## config.mk

```make
export PLATFORM = sky130hd
export DESIGN_NAME = fetch_sequencer_flat
export DESIGN_NICKNAME = d
export VERILOG_FILES = /design/src/rtl/cpu_pkg.sv /design/src/rtl/fetch_sequencer_if.sv /design/src/rtl/pc_counter.sv /design/src/rtl/fetch_sequencer.sv /design/src/flat_wrapper.sv
export SDC_FILE = /design/constraint.sdc
export NUM_CORES = 1
export LEC_CHECK = 0
export ABC_AREA = 1
export CORE_ASPECT_RATIO = 1.1
export CORE_UTILIZATION = 35
export CTS_BUF_LIST = sky130_fd_sc_hd__clkbuf_16
export CTS_CLUSTER_SIZE = 24
export DETAILED_ROUTE_END_ITERATION = 12
export PLACE_DENSITY = 0.68
export REMOVE_ABC_BUFFERS = 1
export SLEW_MARGIN = 30
export SYNTH_ARGS = -nofsm -noshare
export SYNTH_HDL_FRONTEND = slang
export SYNTH_SLANG_ARGS = --single-unit
```

## constraint.sdc

```tcl
create_clock -name clk -period 1.2 [get_ports clk]
set_input_delay 0.24 -clock clk [delete_from_list [all_inputs] [get_ports clk]]
set_output_delay 0.24 -clock clk [all_outputs]
set_load 0.05 [all_outputs]
```

## src/rtl/cpu_pkg.sv

```systemverilog
// Shared definitions for the fetch sequencer: FSM states, instruction field
// positions, jump opcode and default widths.
package cpu_pkg;

  localparam int DEF_ADDR_W = 8;
  localparam int DEF_INST_W = 11;

  localparam int OPC_MSB = 10;
  localparam int OPC_LSB = 8;
  localparam int OPR_MSB = 7;
  localparam int OPR_LSB = 0;

  localparam logic [2:0] OPC_JMP = 3'b111;

  typedef enum logic [1:0] {
    IDLE,
    FETCH,
    DECODE,
    EXEC
  } state_t;

endpackage

```

## src/rtl/fetch_sequencer_if.sv

```systemverilog
// Bus between the fetch sequencer and its program memory / IR / datapath.
// The master side is the sequencer.
interface fetch_sequencer_if
  import cpu_pkg::*;
#(
  parameter int ADDR_W = DEF_ADDR_W,
  parameter int INST_W = DEF_INST_W
) ();

  logic              mem_req;
  logic [ADDR_W-1:0] mem_addr;
  logic              mem_ack;
  logic [INST_W-1:0] mem_rdata;
  logic [INST_W-1:0] inst;
  logic              decode;
  logic              exec_en;
  logic              exec_done;

  modport master (
    output mem_req, mem_addr, inst, decode, exec_en,
    input  mem_ack, mem_rdata, exec_done
  );

  modport slave (
    input  mem_req, mem_addr, inst, decode, exec_en,
    output mem_ack, mem_rdata, exec_done
  );

endinterface

```

## src/rtl/pc_counter.sv

```systemverilog
// Program counter register: async reset to RESET_PC, load beats increment,
// increment wraps modulo 2^ADDR_W.
module pc_counter
  import cpu_pkg::*;
#(
  parameter int                ADDR_W   = DEF_ADDR_W,
  parameter logic [ADDR_W-1:0] RESET_PC = '0
) (
  input  logic              clk,
  input  logic              rst_n,
  input  logic              inc_en,
  input  logic              load_en,
  input  logic [ADDR_W-1:0] load_val,
  output logic [ADDR_W-1:0] pc
);

  always_ff @(posedge clk or negedge rst_n) begin
    if (!rst_n) begin
      pc <= RESET_PC;
    end else if (load_en) begin
      pc <= load_val;
    end else if (inc_en) begin
      pc <= pc + ADDR_W'(1);
    end
  end

endmodule

```

## src/rtl/fetch_sequencer.sv

```systemverilog
// Fetch / decode / execute sequencer feeding the IR and datapath.
// Optional macro JUMP_EN makes ALU select 3'b111 load the PC from the operand.
module fetch_sequencer
  import cpu_pkg::*;
#(
  parameter int                ADDR_W   = DEF_ADDR_W,
  parameter int                INST_W   = DEF_INST_W,
  parameter logic [ADDR_W-1:0] RESET_PC = '0
) (
  input  logic              clk,
  input  logic              rst_n,
  input  logic              run,
  fetch_sequencer_if.master bus,
  output logic [ADDR_W-1:0] pc,
  output logic              busy
);

  state_t            state, state_nxt;
  logic [INST_W-1:0] inst_r;
  logic              mem_req_r;
  logic              decode_r;
  logic              exec_en_r;
  logic              inc_en;
  logic              load_en;
  logic              is_jump;
  logic [ADDR_W-1:0] load_val;

`ifdef JUMP_EN
  assign is_jump = (inst_r[OPC_MSB:OPC_LSB] == OPC_JMP);
`else
  assign is_jump = 1'b0;
`endif

  assign load_val = ADDR_W'(inst_r[OPR_MSB:OPR_LSB]);

  always_ff @(posedge clk or negedge rst_n) begin
    if (!rst_n) begin
      state <= IDLE;
    end else begin
      state <= state_nxt;
    end
  end

  // run only matters in IDLE and when EXEC finishes, so an instruction in
  // flight always completes.
  always_comb begin
    state_nxt = state;
    inc_en    = 1'b0;
    load_en   = 1'b0;
    case (state)
      IDLE: begin
        if (run) state_nxt = FETCH;
      end
      FETCH: begin
        if (bus.mem_ack) state_nxt = DECODE;
      end
      DECODE: begin
        state_nxt = EXEC;
      end
      EXEC: begin
        if (bus.exec_done) begin
          load_en   = is_jump;
          inc_en    = !is_jump;
          state_nxt = run ? FETCH : IDLE;
        end
      end
      default: state_nxt = IDLE;
    endcase
  end

  // Outputs are registered from the next state so they line up with the
  // state they describe without a combinational path to the pins.
  always_ff @(posedge clk or negedge rst_n) begin
    if (!rst_n) begin
      inst_r    <= '0;
      mem_req_r <= 1'b0;
      decode_r  <= 1'b0;
      exec_en_r <= 1'b0;
      busy      <= 1'b0;
    end else begin
      if (state == FETCH && bus.mem_ack) inst_r <= bus.mem_rdata;
      mem_req_r <= (state_nxt == FETCH);
      decode_r  <= (state_nxt == DECODE);
      exec_en_r <= (state_nxt == EXEC);
      busy      <= (state_nxt != IDLE);
    end
  end

  pc_counter #(
    .ADDR_W   (ADDR_W),
    .RESET_PC (RESET_PC)
  ) u_pc (
    .clk      (clk),
    .rst_n    (rst_n),
    .inc_en   (inc_en),
    .load_en  (load_en),
    .load_val (load_val),
    .pc       (pc)
  );

  assign bus.mem_req  = mem_req_r;
  assign bus.mem_addr = pc;
  assign bus.inst     = inst_r;
  assign bus.decode   = decode_r;
  assign bus.exec_en  = exec_en_r;

endmodule
```

## src/flat_wrapper.sv

```systemverilog
// flat-port wrapper written by rule: the top's interface ports become plain ports
module fetch_sequencer_flat import cpu_pkg::*;
#(
  parameter int                ADDR_W   = DEF_ADDR_W,
  parameter int                INST_W   = DEF_INST_W,
  parameter logic [ADDR_W-1:0] RESET_PC = '0
)
  (clk, rst_n, run, pc, busy, bus_mem_req, bus_mem_addr, bus_inst, bus_decode, bus_exec_en, bus_mem_ack, bus_mem_rdata, bus_exec_done);
  fetch_sequencer_if #(.ADDR_W(ADDR_W), .INST_W(INST_W)) bus_i ();
  input  logic clk;
  input  logic rst_n;
  input  logic run;
  output logic [ADDR_W-1:0] pc;
  output logic busy;
  output wire logic [$bits(bus_i.mem_req)-1:0] bus_mem_req;
  output wire logic [$bits(bus_i.mem_addr)-1:0] bus_mem_addr;
  output wire logic [$bits(bus_i.inst)-1:0] bus_inst;
  output wire logic [$bits(bus_i.decode)-1:0] bus_decode;
  output wire logic [$bits(bus_i.exec_en)-1:0] bus_exec_en;
  input wire logic [$bits(bus_i.mem_ack)-1:0] bus_mem_ack;
  input wire logic [$bits(bus_i.mem_rdata)-1:0] bus_mem_rdata;
  input wire logic [$bits(bus_i.exec_done)-1:0] bus_exec_done;
  assign bus_mem_req = bus_i.mem_req;
  assign bus_mem_addr = bus_i.mem_addr;
  assign bus_inst = bus_i.inst;
  assign bus_decode = bus_i.decode;
  assign bus_exec_en = bus_i.exec_en;
  assign bus_i.mem_ack = bus_mem_ack;
  assign bus_i.mem_rdata = bus_mem_rdata;
  assign bus_i.exec_done = bus_exec_done;
  fetch_sequencer #(.ADDR_W(ADDR_W), .INST_W(INST_W), .RESET_PC(RESET_PC)) u_core (.clk(clk), .rst_n(rst_n), .run(run), .bus(bus_i), .pc(pc), .busy(busy));
endmodule
```

**Word-level counts from Yosys, hierarchy flattened**

Index checks and enable logic that the tools add are counted.

- Bits in registers: 25
- Bits of input ports: 16
- Output and inout bits: 31
- Word-level logic and storage cells: 24

- Add/sub/neg operators: 1
- Equal/unequal tests: 6
- Muxes and demuxes: 7
- Reduce and logical (&&, ||, !) cells: 3

Operators by type and width:

| kind | count |
|---|---|
| $add 8x1->8 const B | 1 |
| $eq 2x2->1 const B | 4 |
| $pmux 2 s4 | 1 |
| $mux 2 | 3 |
| $eq 2x1->1 const B | 2 |
| $mux 1 | 3 |
| $logic_not 2->1 | 1 |
| $reduce_bool 2->1 | 1 |
| $logic_and 1x1->1 | 1 |

**Longest topological paths before layout**

Gate-level depths: netlist (run 1).

- Depth in word-level cells: 4
- Depth in mapped cells: 7
- Depth with buffers taken out: 7

**By module**

Synthesis (run 1) repeated with hierarchy kept, for this count alone.

- Cell total of the unflattened synthesis: 141
- Area total of the unflattened synthesis: 1228.7 um2

By module, submodules not included:

| module | instances | cells each | area an instance (um2) | sequential area each (um2) |
|---|---|---|---|---|
| fetch_sequencer | 1 | 79 | 729.4 | 425.4 |
| pc_counter | 1 | 62 | 499.2 | 200.2 |

**Worst setup path after synthesis (run 1)**

No wires, ideal clock.

- Kind: register to register
- From: register u_core.u_pc.pc[1]
- To: register u_core.u_pc.pc[6]
- Setup time: 114 ps
- Arrival: 1355 ps
- Data required time: 1086 ps
- Path slack: -269 ps
- Cell stages (with the launch flop): 7
- Buffers on the path: 0
- Clock period less this slack: 1469 ps
- Path through: dfrtp_1 ha_1 nand3_1 nor2_1 nand3_1 nand2_1 inv_1

- Longest elaborated chain between the ends: 1

Ends and longest elaborated chain:

| what | RTL line | source |
|---|---|---|
| start: declaration | pc_counter.sv:14 | `output logic [ADDR_W-1:0] pc` |
| start signal: assignment | pc_counter.sv:21 | `pc <= load_val;` |
| start signal: assignment | pc_counter.sv:23 | `pc <= pc + ADDR_W'(1);` |
| $add 8x1->8 | pc_counter.sv:23 |  |

Every way passes these cells.
A chain may end at the register's enable or synchronous reset.

**Worst setup path after layout (run 1)**

- From: register u_core.u_pc.pc[0]
- To: output pc[0]

RTL lines:

| what | RTL line | source |
|---|---|---|
| end: declaration | flat_wrapper.sv:13 | `output logic [ADDR_W-1:0] pc;` |

No word-level cell between the ends.

==> flow_metrics.env, run 1 <==
export IMPL_reg2reg_slack_ns=0.06
export IMPL_holdWs_ns=0.344
export IMPL_period_share_pct=99.0
export IMPL_r2r_worst_path_cells=6
export IMPL_initial_core_util_pct=38.1
export IMPL_critPathRequiredTime_ns=0.96
export IMPL_drc_errors=0
export IMPL_hp_class="primary input to async pin"
export IMPL_final_layout_size_suffix_gt1_share_pct=31.8
export IMPL_slew_viol_final=0
export IMPL_outcome="finished clean"
export IMPL_synthFlopType="dfrtp_1"
export IMPL_numCtsBuffers=3
export IMPL_htree_levels=1
export IMPL_design_die_area_sq_mm=0.00333
export IMPL_p_leak_nw=1.04
export IMPL_rsz0062_at_grt="true"
export IMPL_totalWireLength_um=2440
export IMPL_dp_cells=203
export IMPL_drtAntennaViolNets=0
export IMPL_regArea_sq_um=627
export IMPL_startpoint="u_core.u_pc.pc[0]"
export IMPL_die_h_um=60.4
export IMPL_first_pass_iters=4
export IMPL_die_w_um=55.1
export IMPL_grt_start_max_net_pins=26
export IMPL_postLayoutCoreUtil_pct=72.2
export IMPL_layout_min_cycle_time_ns=1.19
export IMPL_yosys_warnings=0
export IMPL_port_buffers=46
export IMPL_vias=970
export IMPL_grt_antenna_before_repair=0
export IMPL_hpwlAfterDp_um=1850
export IMPL_synth_edf_count=0
export IMPL_setup_viol=0
export IMPL_r2r_start="u_core.u_pc.pc[3]"
export IMPL_synthArstFlopShare_pct=100
export IMPL_vdd_drop_max_mv=2.34
export IMPL_synth_cells=125
export IMPL_power_sequential_fraction_pct=24.3
export IMPL_combPwrFrac_pct=64.6
export IMPL_antenna_cells=0
export IMPL_crit_path_start_kind="flip-flop"
export IMPL_cts_root_buffer="clkbuf_16"
export IMPL_multi_input_area_sq_um=359
export IMPL_worst_r2r_endpoint="u_core.u_pc.pc[7]"
export IMPL_switchingPower_mw=2.78
export IMPL_finalNetCount=197
export IMPL_maxCapViolations=0
export IMPL_skew_ns=0.00184
export IMPL_worstMarginPinSlew_ns=0.285
export IMPL_wl_per_cell_um=11.5
export IMPL_use_met2_pct=33.9
export IMPL_synth_cell_types=15
export IMPL_grt_util_all_layers_pct=17.5
export IMPL_grt_pass1_wl_um=4220
export IMPL_busiest_layer="met2"
export IMPL_power_mw=6.39
export IMPL_max_freq_mhz=842
export IMPL_nFillCells=224
export IMPL_relSlewSlack_pct=81.0
export IMPL_clockBufferDepth=2
export IMPL_synth_top_area_share_pct=57.6
export IMPL_critical_path_class="flip-flop to output port"
export IMPL_instances_no_fill=212
export IMPL_synth_top_area_cell="dfrtp_1"
export IMPL_clk_pin_slew_worst_paths_ns=0.06
export IMPL_globalRouteMet3Util_pct=4.76
export IMPL_rows=20
export IMPL_post_place_ws_ns=-0.281
export IMPL_grt_pass1_vias=1073
export IMPL_drt_iter0_drc=9
export IMPL_grt_use_met1_pct=16.7
export IMPL_swShare_pct=43.6
export IMPL_yosysSeqAreaShare_pct=57.6
export IMPL_clk_latency_ns=0.25
export IMPL_powerDensity_mw_per_mm2=3100
export IMPL_p_int_mw=3.60
export IMPL_ys_top_cells_by_area="dfrtp_1 58%, nand2_1 18%, buf_4 6.2%, inv_1 4.1%, nand3_1 3.7%"
export IMPL_numClockSinks=25
export IMPL_pwr_share_clk_pct=11.1
export IMPL_ys_seq_elements=25
export IMPL_grt_overflow_total=0
export IMPL_ys_top_cells_by_count="51 x nand2_1, 25 x dfrtp_1, 12 x inv_1"
export IMPL_synth_avg_cell_area_sq_um=8.69
export IMPL_synth_most_common_cell="nand2_1"
export IMPL_path_max_fanout=3
export IMPL_gp_congestion=0.847
export IMPL_syn_area_sq_mm=0.00109
export IMPL_viasPerCell=4.58
export IMPL_core_sq_mm=0.00285
export IMPL_setup_ws_ns=0.0121
export IMPL_crit_arrival_ns=0.95
export IMPL_cp_endpoint="pc[0]"
export IMPL_hold_viol_final=0
export IMPL_cts_tree="built"
export IMPL_cp_end_kind="output port"
export IMPL_ios=47
export IMPL_area_growth_pct=89.7
## logic make-up (layout without fill, tap and decap cells)
family                     Yosys count  after routing  synth area share (%)
and+or+nand+nor                     68             68                  25.0
DFF                                 25             25                  57.6
buffers and inverters               24             78                  11.5
xor gates and xnor gates             4              4                  3.23
AOI/OAI and AO/OA                    3              3                  1.50
adders and majority gates            1              1                  1.15
## power groups by stage
stage               Sequential (mW)  Clock (mW)  Combinational, mW
finish                         1.55       0.706               4.13
global route                   1.61       0.758               4.35
CTS                            1.53       0.725               4.14
detailed placement             1.59           0               3.91
global placement               1.56           0               3.87
floorplan                      2.79           0              0.485
## how the worst min path moves through the flow
stage / from / to / depth (start not counted)
3_3_place_gp: u_core.u_pc.pc[4] / u_core.u_pc.pc[4] / 1
2_1_floorplan: rst_n / u_core.bus.decode / 0
3_5_place_dp: u_core.bus.inst[8] / u_core.bus.inst[8] / 2
6_report: rst_n / u_core.u_pc.pc[0] / 2
5_1_grt: rst_n / u_core.u_pc.pc[0] / 2
4_1_cts: rst_n / u_core.u_pc.pc[0] / 2
## state kept, by name, summed over array words and instances (netlist names)
register	flops
u_core.bus.inst	11
u_core.u_pc.pc	8
u_core.state	2
u_core.bus.decode	1
u_core.bus.exec_en	1
u_core.bus.mem_req	1
u_core.busy	1
## worst max-delay path, cell delays in order (launching register included)
cell and delay, ns:
dfrtp_1 0.41, buf_6 0.14, buf_12 0.14
## timing repair
item / CTS / global route
resized for setup: 3 / 8
hold buffers: 0 / 0
pin swaps: 1 / 1
endpoints found under the setup margin: 11 / 25
buffers inserted: 6 / 0
## through the flow
step	TNS [ns]	area, sq um
final	0	2060
after floorplan	-3.47	1010
after CTS	0	2040
after detailed placement	-2.12	1910
after global routing	-0.123	2060
after global placement	-1.46	1910
## metal layers
layer / routed length [um] / vias to the layer above
met4: 37 / 0
met5: 0 / -
li1: - / 475
met3: 181 / 4
met2: 1400 / 42
met1: 816 / 449
## placed cells by master (no fill, tap or decap), types with 2 or more instances in the layout
master / Yosys / layout
clkdlybuf4s50_1: 0 / 15
buf_4: 9 / 10
nand3_1: 8 / 6
nor2_1: 7 / 6
nand2_1: 51 / 50
buf_12: 0 / 32
dfrtp_1: 25 / 24
buf_6: 0 / 3
nand3_2: 0 / 2
inv_1: 12 / 13
clkbuf_16: 0 / 3
xor2_1: 4 / 4
## cell type report
| class | instances | share of cell area, % |
|---|---|---|
| clock buffer | 3 | 3.64 |
| clock inverter | 1 | 0.182 |
| inverter | 14 | 2.67 |
| multi-input combinational | 76 | 17.4 |
| sequential | 25 | 30.4 |
| tap | 33 | 2.00 |
| timing repair buffer | 60 | 43.7 |
Power figures use the tool's default switching activity.
==> run 2, diff against run 1 <==
--- a/config.mk
+++ b/config.mk
@@ -11,6 +11,7 @@
 export CTS_BUF_LIST = sky130_fd_sc_hd__clkbuf_16
 export CTS_CLUSTER_SIZE = 24
 export DETAILED_ROUTE_END_ITERATION = 12
+export HOLD_SLACK_MARGIN = 0.05
 export PLACE_DENSITY = 0.68
 export REMOVE_ABC_BUFFERS = 1
 export SLEW_MARGIN = 30
==> results of run 2 <==
Same layout as run 1: the final DEF is identical, and so are final timing and power.
